**src/rtl/fact_pkg.sv**
```systemverilog
// rtl/fact_pkg.sv - shared encodings and defaults for the factorial control unit and datapath
// Keep these in step with DP; it uses the same WIDTH/MAX_N defaults and mux select meaning.
package fact_pkg;

  localparam int WIDTH_DEF = 32;
  localparam int MAX_N_DEF = 12;

  typedef enum logic [2:0] {
    S_IDLE = 3'd0,
    S_LOAD = 3'd1,
    S_CHK  = 3'd2,
    S_MUL  = 3'd3,
    S_FIN  = 3'd4,
    S_ERR  = 3'd5
  } state_t;

  localparam logic MUX_ONE  = 1'b0;
  localparam logic MUX_PROD = 1'b1;

endpackage

```
**src/rtl/fact_cu.sv**
```systemverilog
// rtl/fact_cu.sv - Moore control FSM sequencing the iterative factorial datapath
// Outputs are decoded purely from the state register so reset clears them asynchronously.
module fact_cu
  import fact_pkg::*;
#(
  parameter int WIDTH = WIDTH_DEF,
  parameter int MAX_N = MAX_N_DEF
) (
  input  logic             CLK,
  input  logic             RST_N,
  input  logic             GO,
  input  logic [WIDTH-1:0] N,
  input  logic             GT,
  output logic             CNT_LD,
  output logic             CNT_EN,
  output logic             MUX,
  output logic             REG_LD,
  output logic             DONE,
  output logic             ERR,
  output logic             BUSY
);

  localparam logic [WIDTH-1:0] MAX_N_W = WIDTH'(MAX_N);

  state_t state;
  state_t state_nxt;
  logic   n_ok;

  assign n_ok = (N <= MAX_N_W);

  always_ff @(posedge CLK or negedge RST_N) begin
    if (!RST_N) begin
      state <= S_IDLE;
    end else begin
      state <= state_nxt;
    end
  end

  // Unused encodings fall through to the default and recover to IDLE.
  always_comb begin
    state_nxt = S_IDLE;
    case (state)
      S_IDLE: begin
        if (GO) begin
          state_nxt = n_ok ? S_LOAD : S_ERR;
        end else begin
          state_nxt = S_IDLE;
        end
      end
      S_LOAD: state_nxt = S_CHK;
      S_CHK:  state_nxt = GT ? S_MUL : S_FIN;
      S_MUL:  state_nxt = S_CHK;
      S_FIN:  state_nxt = GO ? S_FIN : S_IDLE;
      S_ERR:  state_nxt = GO ? S_ERR : S_IDLE;
      default: state_nxt = S_IDLE;
    endcase
  end

  always_comb begin
    CNT_LD = 1'b0;
    CNT_EN = 1'b0;
    MUX    = MUX_ONE;
    REG_LD = 1'b0;
    DONE   = 1'b0;
    ERR    = 1'b0;
    BUSY   = 1'b0;
    case (state)
      S_LOAD: begin
        CNT_LD = 1'b1;
        REG_LD = 1'b1;
        MUX    = MUX_ONE;
        BUSY   = 1'b1;
      end
      S_CHK: begin
        BUSY = 1'b1;
      end
      S_MUL: begin
        CNT_EN = 1'b1;
        REG_LD = 1'b1;
        MUX    = MUX_PROD;
        BUSY   = 1'b1;
      end
      S_FIN: DONE = 1'b1;
      S_ERR: ERR  = 1'b1;
      default: ;
    endcase
  end

  a_ld_en_excl: assert property (@(posedge CLK) disable iff (!RST_N) !(CNT_LD && CNT_EN));
  a_done_busy_excl: assert property (@(posedge CLK) disable iff (!RST_N) !(DONE && BUSY));

endmodule

```
**config.mk**
```make
export PLATFORM = sky130hd
export DESIGN_NAME = fact_cu
export DESIGN_NICKNAME = d
export VERILOG_FILES = /design/src/rtl/fact_pkg.sv /design/src/rtl/fact_cu.sv
export SDC_FILE = /design/constraint.sdc
export NUM_CORES = 1
export LEC_CHECK = 0
export BUFFER_PORTS_ARGS = -buffer_cell sky130_fd_sc_hd__clkbuf_2
export CAP_MARGIN = 40
export CORE_AREA = 2 2 39 41
export DETAILED_ROUTE_END_ITERATION = 8
export DIE_AREA = 0 0 41 43
export HOLD_SLACK_MARGIN = 0.15
export PLACE_DENSITY = 0.62
export SYNTH_ARGS = -nofsm -noshare
export SYNTH_HDL_FRONTEND = slang
export SYNTH_SLANG_ARGS = --single-unit
```
**constraint.sdc**
```tcl
create_clock -name CLK -period 2.18 [get_ports CLK]
set_input_delay 0.654 -clock CLK [delete_from_list [all_inputs] [get_ports CLK]]
set_output_delay 0.654 -clock CLK [all_outputs]
set_load 0.01 [all_outputs]
```
==> out/qor.yml <==
ys_async_sr_fraction_pct: 100.0
endpoint_kind: "output port"
syn_to_final_growth_pct: 89.15
wirelength_um: 774
pre_cts_ws_ns: 0.5490
dp.cells: 90
power_density_mw_per_mm2: 867.5
dp_hpwl_um: 705
cts_tree: "built"
fin_setup_tns_ns: 0
fin_crit_sh_pct: 85.87
core-area_sq_mm: 0.001384
cp_max_fo: 9
top_register: "state"
ir_drop_mv: 0.2332
setup_slack_ns: 0.3079
avgSynthCellArea_sq_um: 7.579
netlist_top_cells_count: "nor4_1, nor2_1, dfrtp_1"
grt_pass1_vias: 379
start_util_pct: 19.17
place_area_sq_um: 475.5
synth_top_area_share_pct: 28.30
drc: 0
htreeDepth: 1
period_needed_ns: 1.872
critPathSlowestCell: "dfrtp_1"
syn_nets: 71
drv_cap: 0
ys_seq_elements: 3
fmax_ghz: 0.5342
swShare_pct: 41.23
internal-power_uw: 255.8
drtIter0Drc: 7
synth_area_sq_um: 265.3
post_cts_buffers: 0
antenna_left: 0
cp.required_ns: 1.53
yosysMostFrequentCell: "nor4_1"
cts_root_buffer: "clkbuf_4"
ios: 43
synth_edf_count: 0
layout.cells.non_filler: 94
critical_path_arrival_ns: 1.22
rsz0062_at_grt: "no"
power_frac_seq_pct: 30.7
finalHoldViolCount: 0
path_class: "register to output port"
grt_pass1_wl_um: 1304
fin_skew_ns: 0.001664
path_clk_slew_ns: 0.04
cp_cell_sequence: "nor2b_1, and2_1, clkbuf_2"
power.leakage_nw: 0.2771
max_stage_delay_ns: 0.47
port_buffers: 42
clock_path_buffers: 2
synth_area_leader_cell: "dfrtp_1"
synth_top_flop_cell: "dfrtp_1"
min_path_type: "primary input to asynchronous set/reset pin"
cts_resized: 0
via_per_inst: 4.596
nets: 115
ys_top_cells_by_area: "dfrtp_1, nor4_1, nor2_1, buf_4, and2_1"
largest_reg_flops: 3
yosysSeqAreaShare_pct: 28.30
die_w_um: 41
grt-ovfl-total: 0
status: "finished, final reports clean"
syn_inst: 35
setup-violations-final: 0
num_vias: 432
pwr-share-clk_pct: 22.2
utilization_pct: 36.26
cts.sinks: 3
dr.pass1.iters: 2
diodes: 0
largestRegisters: "state (3)"
clock_latency_ns: 0.23
cts_hold_buf: 0
grt_util_all_layers_pct: 11.14
p_sw_uw: 179.5
startpoint_type: "register"
drive_above_1_share_pct: 60.26
rows: 14
fp.dieArea_sq_mm: 0.001763
ys_types: 19
finalWeightedCongestion: 0.6567
grt_max_degree: 11
tightestPinTransition_ns: 0.2762
wl_per_cell_um: 8.234
antenna_found_initial: 0
finalMaxSlewViolations: 0
numCtsBuffers: 3
relSlewSlack_pct: 81.34
yosysWarnings: 0
p_comb_share_pct: 47.1
final_area_sq_um: 501.7
fp.dieH_um: 43
stage by stage:
| step | power (mW) | hold slack [ns] |
|---|---|---|
| 3_3_place_gp | 0.3379 | 0.4521 |
| 2_1_floorplan | 0.2682 | 0.3584 |
| 4_1_cts | 0.4451 | 0.2035 |
| 5_1_grt | 0.4853 | 0.1997 |
| 3_5_place_dp | 0.3430 | 0.4545 |
| 6_report | 0.4353 | 0.2104 |
path summary, 6_finish.rpt:
check | start | to | slack, ns | cells after the start
worst max-delay path | state[0] | CNT_EN | 0.31 | 3
worst min-delay path | RST_N | state[2] | 0.21 | 1
worst max register to register | state[1] | state[2] | 1.16 | 3
worst min register to register | state[2] | state[1] | 0.61 | 1
max in group asynchronous | RST_N | state[0] | 1.86 | 1
min in group CLK | state[2] | state[1] | 0.61 | 1
cells in the final DEF (no fill, tap or decap):
| cell | Yosys | routed |
|---|---|---|
| nand4_1 | 2 | 2 |
| nand3_1 | 1 | 1 |
| and2_1 | 2 | 2 |
| a31oi_1 | 1 | 1 |
| o21ai_1 | 1 | 1 |
| and3_1 | 1 | 1 |
| o41ai_1 | 1 | 1 |
| clkbuf_2 | 0 | 42 |
| o211ai_1 | 1 | 1 |
| xor2_1 | 1 | 1 |
| dfrtp_1 | 3 | 3 |
| a21oi_1 | 1 | 1 |
| clkbuf_4 | 0 | 3 |
| nor2b_1 | 1 | 1 |
| nor3b_1 | 1 | 1 |
| nor4_1 | 8 | 8 |
| nor2_1 | 5 | 5 |
| nand2_2 | 1 | 1 |
| clkbuf_1 | 0 | 1 |
| inv_2 | 1 | 1 |
power by group through the flow:
stage | Sequential (mW) | Combinational [mW] | Clock [mW]
global placement | 0.131 | 0.206 | 0
CTS | 0.133 | 0.210 | 0.102
floorplan | 0.0964 | 0.172 | 0
detailed placement | 0.134 | 0.209 | 0
global route | 0.139 | 0.238 | 0.108
finish | 0.134 | 0.205 | 0.0965
critical path, delay by kind of cell (launching register included):
kind / cells / cell delay (ns)
DFF: 1 / 0.47
buffers and inverters: 1 / 0.13
and+or+nand+nor: 2 / 0.38
cell families after synthesis:
family | count (synthesis) | synth area share [%]
AO/OA/AOI/OAI | 5 | 12.26
buffers and inverters | 4 | 8.957
XOR/XNOR | 1 | 3.302
AND/OR/NAND/NOR | 22 | 47.17
flip-flops | 3 | 28.30
routing by layer:
| layer | GRT usage [%] | wire (um) | part of all wire, % | up-vias |
|---|---|---|---|---|
| met5 | 0 | 0 | 0 | - |
| met3 | 1.571 | 147 | 19 | 0 |
| met4 | 10.00 | 0 | 0 | 0 |
| li1 | - | - | - | 220 |
| met1 | 11.25 | 270 | 35 | 174 |
| met2 | 18.13 | 356 | 46 | 38 |
final cells by class:
| type | count | area (sq um) |
|---|---|---|
| multi-input cells | 28 | 166.4 |
| repair buffers | 42 | 210.2 |
| fillers | 137 | 882.1 |
| flip-flops and latches | 3 | 75.07 |
| clock buffers | 4 | 26.28 |
| well taps | 16 | 20.02 |
| inverters | 1 | 3.754 |
Power figures use the tool's default switching activity.
